**config.mk**
```make
export PLATFORM = sky130hd
export DESIGN_NAME = ps2tx
export DESIGN_NICKNAME = d
export VERILOG_FILES = /design/src/rtl/ps2tx.sv
export SDC_FILE = /design/constraint.sdc
export NUM_CORES = 1
export LEC_CHECK = 0
export ABC_AREA = 1
export CAP_MARGIN = 15
export CORE_MARGIN = 1.5
export CORE_UTILIZATION = 45
export CTS_BUF_LIST = sky130_fd_sc_hd__clkbuf_8
export CTS_CLUSTER_SIZE = 25
export DETAILED_ROUTE_END_ITERATION = 8
export PLACE_DENSITY = 0.7
export SYNTH_ARGS = -nofsm -noshare
export SYNTH_HDL_FRONTEND = slang
export SYNTH_SLANG_ARGS = --single-unit
```
**constraint.sdc**
```tcl
create_clock -name clock -period 4.77 [get_ports clock]
set_input_delay 0.7155 -clock clock [delete_from_list [all_inputs] [get_ports clock]]
set_output_delay 0.7155 -clock clock [all_outputs]
set_load 0.01 [all_outputs]
```
**src/rtl/ps2tx.sv**
```systemverilog
// ps2tx - host-to-device PS/2 transmitter.
//
// Serializes one command byte onto an open-drain PS/2 clock/data pair and
// checks the device acknowledge. The enables are active-high "pull low"
// controls; the board top ORs them with those of any receiver on the pins.
//
// Parameters
//   CLKFREQ    system clock frequency in kHz
//   INHIBIT_US clock-inhibit time before the start bit, in us
//   TIMEOUT_MS watchdog limit in ms (only with PS2TX_TIMEOUT_EN)
//
// Ports
//   clock        system clock
//   reset        asynchronous active-low reset; releases the bus at once
//   strb, data   send request and command byte
//   ps2Ck, ps2DQ PS/2 pin levels (asynchronous)
//   ckOe, dqOe   1 = drive pin low, 0 = release
//   busy         transfer in progress (cycle after strb through done)
//   done         one-cycle pulse at end of transfer
//   error        no acknowledge or timeout; valid with done, held to next strb
//   o_dbg_state  current FSM state, for observation only
//
// Handshake: strb is a one-cycle request with no ready. It is accepted only
// in IDLE; a strb seen in any other state (including the done cycle) is
// dropped, nothing is queued.
//
// Optional feature: define PS2TX_TIMEOUT_EN to add a watchdog that aborts a
// transfer with error=1 if the device stops clocking.

module ps2tx #(
    parameter int CLKFREQ    = 32000,
    parameter int INHIBIT_US = 100,
    parameter int TIMEOUT_MS = 15
) (
    input  logic       clock,
    input  logic       reset,
    input  logic       strb,
    input  logic [7:0] data,
    input  logic       ps2Ck,
    input  logic       ps2DQ,
    output logic       ckOe,
    output logic       dqOe,
    output logic       busy,
    output logic       done,
    output logic       error,
    output logic [2:0] o_dbg_state
);

    localparam int INH_LOAD = CLKFREQ * INHIBIT_US / 1000;
    localparam int CNT_W    = $clog2(INH_LOAD + 1);

    typedef enum logic [2:0] {
        S_IDLE    = 3'd0,
        S_INHIBIT = 3'd1,
        S_REQ     = 3'd2,
        S_SEND    = 3'd3,
        S_ACK     = 3'd4,
        S_FINISH  = 3'd5
    } state_t;

    state_t             r_state;
    state_t             w_next;

    logic               r_ck_s1, r_ck_s2;
    logic               r_dq_s1, r_dq_s2;
    logic [3:0]         r_ck_hist;
    logic               r_ck_f;
    logic               r_fall;
    logic [3:0]         w_hist_next;

    logic [7:0]         r_shf;
    logic               r_par;
    logic               r_error;
    logic [CNT_W-1:0]   r_cnt;
    logic [3:0]         r_bit;
    logic               r_dq_oe;

    logic               w_inh_done;
    logic               w_active;
    logic               w_timeout;

    // ------------------------------------------------------------------
    // Input conditioning: 2-FF synchronizers, then a 4-sample filter on
    // the clock so a glitch shorter than 4 cycles never produces a fall.
    // Lines reset to 1, the idle bus level.
    // ------------------------------------------------------------------
    assign w_hist_next = {r_ck_hist[2:0], r_ck_s2};

    always_ff @(posedge clock or negedge reset) begin
        if (!reset) begin
            r_ck_s1   <= 1'b1;
            r_ck_s2   <= 1'b1;
            r_dq_s1   <= 1'b1;
            r_dq_s2   <= 1'b1;
            r_ck_hist <= 4'hF;
            r_ck_f    <= 1'b1;
            r_fall    <= 1'b0;
        end else begin
            r_ck_s1   <= ps2Ck;
            r_ck_s2   <= r_ck_s1;
            r_dq_s1   <= ps2DQ;
            r_dq_s2   <= r_dq_s1;
            r_ck_hist <= w_hist_next;
            if (w_hist_next == 4'h0) begin
                r_ck_f <= 1'b0;
            end else if (w_hist_next == 4'hF) begin
                r_ck_f <= 1'b1;
            end
            // Single-cycle pulse: r_ck_f drops on the same edge.
            r_fall <= r_ck_f && (w_hist_next == 4'h0);
        end
    end

    // Inhibit ends on the edge where the count would reach zero, so ckOe is
    // high for exactly INH_LOAD cycles.
    assign w_inh_done = (r_state == S_INHIBIT) && (r_cnt <= CNT_W'(1));
    assign w_active   = (r_state == S_REQ) || (r_state == S_SEND) ||
                        (r_state == S_ACK);

    // ------------------------------------------------------------------
    // Watchdog
    // ------------------------------------------------------------------
`ifdef PS2TX_TIMEOUT_EN
    localparam int WD_LOAD = CLKFREQ * TIMEOUT_MS;
    localparam int WD_W    = $clog2(WD_LOAD + 1);

    logic [WD_W-1:0] r_wd;

    always_ff @(posedge clock or negedge reset) begin
        if (!reset) begin
            r_wd <= '0;
        end else if (w_inh_done) begin
            r_wd <= WD_W'(WD_LOAD);
        end else if (w_active && (r_wd != '0)) begin
            r_wd <= r_wd - WD_W'(1);
        end
    end

    assign w_timeout = w_active && (r_wd == '0);
`else
    logic w_unused_cfg;
    assign w_unused_cfg = (TIMEOUT_MS != 0);
    assign w_timeout    = 1'b0;
`endif

    // ------------------------------------------------------------------
    // FSM state register
    // ------------------------------------------------------------------
    always_ff @(posedge clock or negedge reset) begin
        if (!reset) begin
            r_state <= S_IDLE;
        end else begin
            r_state <= w_next;
        end
    end

    // ------------------------------------------------------------------
    // FSM next state and outputs. The enables are decoded from the state
    // so an asynchronous reset releases the bus without a clock edge.
    // ------------------------------------------------------------------
    always_comb begin
        w_next = r_state;
        ckOe   = 1'b0;
        dqOe   = 1'b0;
        busy   = 1'b1;
        done   = 1'b0;
        case (r_state)
            S_IDLE: begin
                busy = 1'b0;
                if (strb) begin
                    w_next = S_INHIBIT;
                end
            end
            S_INHIBIT: begin
                ckOe = 1'b1;
                if (w_inh_done) begin
                    w_next = S_REQ;
                end
            end
            S_REQ: begin
                dqOe = r_dq_oe;
                if (r_fall) begin
                    w_next = S_SEND;
                end
            end
            S_SEND: begin
                dqOe = r_dq_oe;
                // 11th falling edge: device should be holding data low.
                if (r_fall && (r_bit == 4'd10)) begin
                    w_next = r_dq_s2 ? S_FINISH : S_ACK;
                end
            end
            S_ACK: begin
                if (r_ck_f && r_dq_s2) begin
                    w_next = S_FINISH;
                end
            end
            S_FINISH: begin
                done   = 1'b1;
                w_next = S_IDLE;
            end
            default: begin
                busy   = 1'b0;
                w_next = S_IDLE;
            end
        endcase
        if (w_timeout) begin
            w_next = S_FINISH;
            ckOe   = 1'b0;
            dqOe   = 1'b0;
        end
    end

    // ------------------------------------------------------------------
    // Datapath: shift byte, parity, inhibit counter, bit index, data drive.
    // The first fall (taken in REQ with r_bit=0) places data bit 0; the
    // start bit was already on the line since leaving INHIBIT.
    // ------------------------------------------------------------------
    always_ff @(posedge clock or negedge reset) begin
        if (!reset) begin
            r_shf   <= 8'h00;
            r_par   <= 1'b0;
            r_error <= 1'b0;
            r_cnt   <= '0;
            r_bit   <= 4'd0;
            r_dq_oe <= 1'b0;
        end else begin
            case (r_state)
                S_IDLE: begin
                    r_dq_oe <= 1'b0;
                    if (strb) begin
                        r_shf   <= data;
                        r_par   <= ~^data;
                        r_error <= 1'b0;
                        r_cnt   <= CNT_W'(INH_LOAD);
                    end
                end
                S_INHIBIT: begin
                    if (r_cnt != '0) begin
                        r_cnt <= r_cnt - CNT_W'(1);
                    end
                    if (w_inh_done) begin
                        r_dq_oe <= 1'b1;
                        r_bit   <= 4'd0;
                    end
                end
                S_REQ, S_SEND: begin
                    if (r_fall) begin
                        if (r_bit == 4'd10) begin
                            if (r_dq_s2) begin
                                r_error <= 1'b1;
                            end
                        end else begin
                            if (r_bit < 4'd8) begin
                                r_dq_oe <= ~r_shf[r_bit[2:0]];
                            end else if (r_bit == 4'd8) begin
                                r_dq_oe <= ~r_par;
                            end else begin
                                r_dq_oe <= 1'b0;
                            end
                            r_bit <= r_bit + 4'd1;
                        end
                    end
                end
                default: begin
                    r_dq_oe <= 1'b0;
                end
            endcase
            if (w_timeout) begin
                r_error <= 1'b1;
            end
        end
    end

    assign error       = r_error;
    assign o_dbg_state = r_state;

endmodule

```
==> key figures <==
Run status
  • Status: completed

Setup path
  • CP endpoint kind: output pin
  • Worst Path Arrival: 1.87 ns
  • Setup CP Type: reg2out
  • R2R depth: 6
  • Critical Path Sink: ckOe
  • Worst R2R Start: o_dbg_state[1]$_DFFE_PN0P_
  • R2R Path End: r_shf[2]$_DFFE_PN0P_
  • Flop-to-flop setup slack: 2.84 ns
  • Crit start category: flip-flop
  • Crit-path max FO: 10
  • Crit path required time: 4.05 ns
  • Start point of the critical path: o_dbg_state[2]$_DFFE_PN0P_

Logic synthesis
  • Ys Warns: 0
  • Ys async rst share: 1.00
  • Synth top area share: 0.349
  • Syn Inst Count: 293
  • Cell Area, Synth: 2220 um^2
  • Area leader, netlist: dfrtp_1
  • Most frequent cell after synthesis: nand2_1
  • Seq/Total Area, Yosys: 0.444
  • Post-Syn Nets: 312
  • Post-synth EDFFs: 0
  • Distinct cells, synth: 32
  • Commonest cells in the netlist: nand2_1 (97), dfrtp_1 (31), nand3_1 (29), nor2_1 (28), inv_1 (25)
  • Synthesized area per cell: 7.58 um^2
  • Area contributors post-synth: dfrtp_1 (35%), nand2_1 (16%), dfstp_2 (9.5%)
  • #FFs+latches synth: 39
  • Top_reg_cell synth: dfrtp_1

Die
  • Chip Width: 73.2 um
  • Core area: 4720 um^2
  • Initial Utilization: 0.470
  • Die ar.: 5360 um^2
  • Die H: 73.2 um
  • I/O Pins: 21
  • Number of core rows: 25

Clock network
  • Worst-skew pair later-pin latency: 0.30 ns
  • Number of buffers created by CTS: 5
  • CTS Sinks: 39
  • CTS Hold Bufs: 0
  • CTS H-tree lvls: 2
  • CTS root buf: clkbuf_8
  • Clk slew on worst S/H paths: 0.08 ns
  • Longest Clk Path Bufs: 2
  • Post-CTS Setup Bufs: 0
  • CTS resizes: 0
  • CTS tree: done

Global route
  • Largest net degree at the start of global routing: 40
  • Number of global-route vias before repair: 1,734
  • Antenna violations before repair: 0
  • Global route overflow: 0
  • First-pass GRT wire length: 7500 um
  • Total Routing Usage GR: 0.182

Timing
  • Relative slew slack: 0.440
  • Fmax: 0.387 GHz
  • Hold WS: 0.358 ns
  • Unrepaired setup endpoints after global routing: no
  • Final Skew: 0.00773 ns
  • PnR worst setup slack: 2.19 ns
  • Worst-margin pin slew: 0.840 ns
  • Tcrit/Tclk final: 0.541
  • Setup_tns: 0 ns
  • Final setup fails: 0
  • Endpoints failing hold: 0
  • Min Clock Period, post-route: 2.58 ns
  • Max-slew violation total from the final report: 0

Route
  • WL met3: 122 um
  • Routed wire length: 4260 um
  • # DRC: 0
  • Drt via density: 4.83
  • Vias: 1,850
  • Top Metal Used: met4
  • Drt initial violations: 58
  • Routed len/inst: 11.1 um
  • Met1 wire length: 2010 um
  • Met2 routed WL: 2060 um
  • First-pass DRT Iterations: 4
  • DRT antenna net count: 0

Power
  • Leakage: 1.23 nW
  • Worst VDD drop: 0.269 mV
  • Clock power share: 0.135
  • Reg power frac: 0.346
  • Pwr Density: 647 nW/um^2
  • Net Switching: 0.771 mW
  • Sw Ratio: 0.466
  • Comb power frac: 0.519
  • Pint: 0.882 mW

Final layout
  • Multi-input logic area: 1090 um^2
  • Fraction of layout cells with a size suffix above 1: 0.120
  • Ant. Diodes: 0
  • Filler cells: 457
  • FF/Latch Area: 986 um^2
  • Layout Nets: 334
  • Area Growth Syn to Fin: 15.1%

Placed design
  • Detailed Place HPWL: 3160 um
  • Routability cong.: 0.850
  • DP Worst Slack: 2.35 ns
  • Port Buffers: 20

Hold path
  • Worst hold path class: reg2reg

Flow run
  • Maxcap violations: 0
==> cell type report <==
class / count / area share
Tap cell: 67 / 0.0328
Sequential cell: 39 / 0.386
Clock buffer: 5 / 0.0269
Inverter: 29 / 0.0426
Multi-Input combinational cell: 220 / 0.428
Clock inverter: 3 / 0.00784
Timing Repair Buffer: 20 / 0.0764
==> flip-flops by register name (all words and copies together) (netlist names) <==
name / count
error: 1
o_dbg_state: 3
r_bit: 4
r_ck_f: 1
r_ck_hist: 3
r_ck_s1: 1
r_ck_s2: 1
r_cnt: 12
r_dq_oe: 1
r_dq_s1: 1
r_dq_s2: 1
r_fall: 1
r_par: 1
r_shf: 8
==> cells in the final DEF, fill, tap and decap left out, types with 2 or more instances in the layout <==
cell type,Yosys,layout
nand2_1,97,97
dfrtp_1,31,31
nand3_1,29,29
nor2_1,28,28
inv_1,25,25
clkdlybuf4s50_1,0,19
o21ai_0,11,11
dfstp_2,8,8
o21ai_1,7,7
nand4_1,7,7
ha_1,6,6
nor2_2,5,5
xor2_1,5,5
clkbuf_8,0,5
or2_2,4,4
inv_2,3,3
o21ai_2,3,3
xnor2_1,3,3
a21oi_1,3,3
a21oi_2,2,2
o21bai_1,2,2
clkinvlp_4,0,2
==> power by group through the flow <==
stage	combinational [mW]	clock, mW	sequential (mW)
6_report	0.857	0.223	0.572
5_1_grt	0.995	0.241	0.587
4_1_cts	0.869	0.230	0.569
3_5_place_dp	0.864	0	0.575
3_3_place_gp	0.846	0	0.575
2_1_floorplan	0.671	0	0.549
==> logic make-up after synthesis <==
| kind of cell | count (synthesis) | share of synthesized area |
|---|---|---|
| fa+ha+maj | 6 | 0.0338 |
| xor+xnor | 8 | 0.0316 |
| flops | 39 | 0.444 |
| buf+inv | 34 | 0.0637 |
| simple gates | 175 | 0.342 |
| compound gates | 31 | 0.0846 |
==> metal layers <==
layer	vias up	GRT usage
met5	-	0
met3	7	0.0456
met2	26	0.310
met1	839	0.221
li1	978	-
met4	0	0.0692
==> worst max-delay path, cell delays in order, from the launching register on <==
cell and delay (ns):
dfrtp_1 0.50, nor2_2 0.21, nand2_4 0.09, inv_2 0.19, clkdlybuf4s50_1 0.57
==> per-stage QoR <==
step	utilization	std cells	instance area, um^2	power, mW
2_1_floorplan	-	293	2220	1.22
3_3_place_gp	0.522	375	2470	1.42
3_5_place_dp	0.522	375	2470	1.44
4_1_cts	0.541	383	2550	1.67
5_1_grt	0.541	383	2550	1.82
6_report	0.541	383	2550	1.65
==> worst min-delay path by stage <==
stage | start | endpoint | slack [ns] | depth (start not counted)
after CTS | r_dq_s1$_DFF_PN1_ | r_dq_s2$_DFF_PN1_ | 0.36 | 0
after floorplan | r_ck_s1$_DFF_PN1_ | r_ck_s2$_DFF_PN1_ | 0.35 | 0
after global placement | r_dq_s1$_DFF_PN1_ | r_dq_s2$_DFF_PN1_ | 0.35 | 0
final | r_ck_s1$_DFF_PN1_ | r_ck_s2$_DFF_PN1_ | 0.36 | 0
after global routing | r_dq_s1$_DFF_PN1_ | r_dq_s2$_DFF_PN1_ | 0.36 | 0
after detailed placement | r_dq_s1$_DFF_PN1_ | r_dq_s2$_DFF_PN1_ | 0.35 | 0
Note: power is estimated with default switching activity, not from simulation.
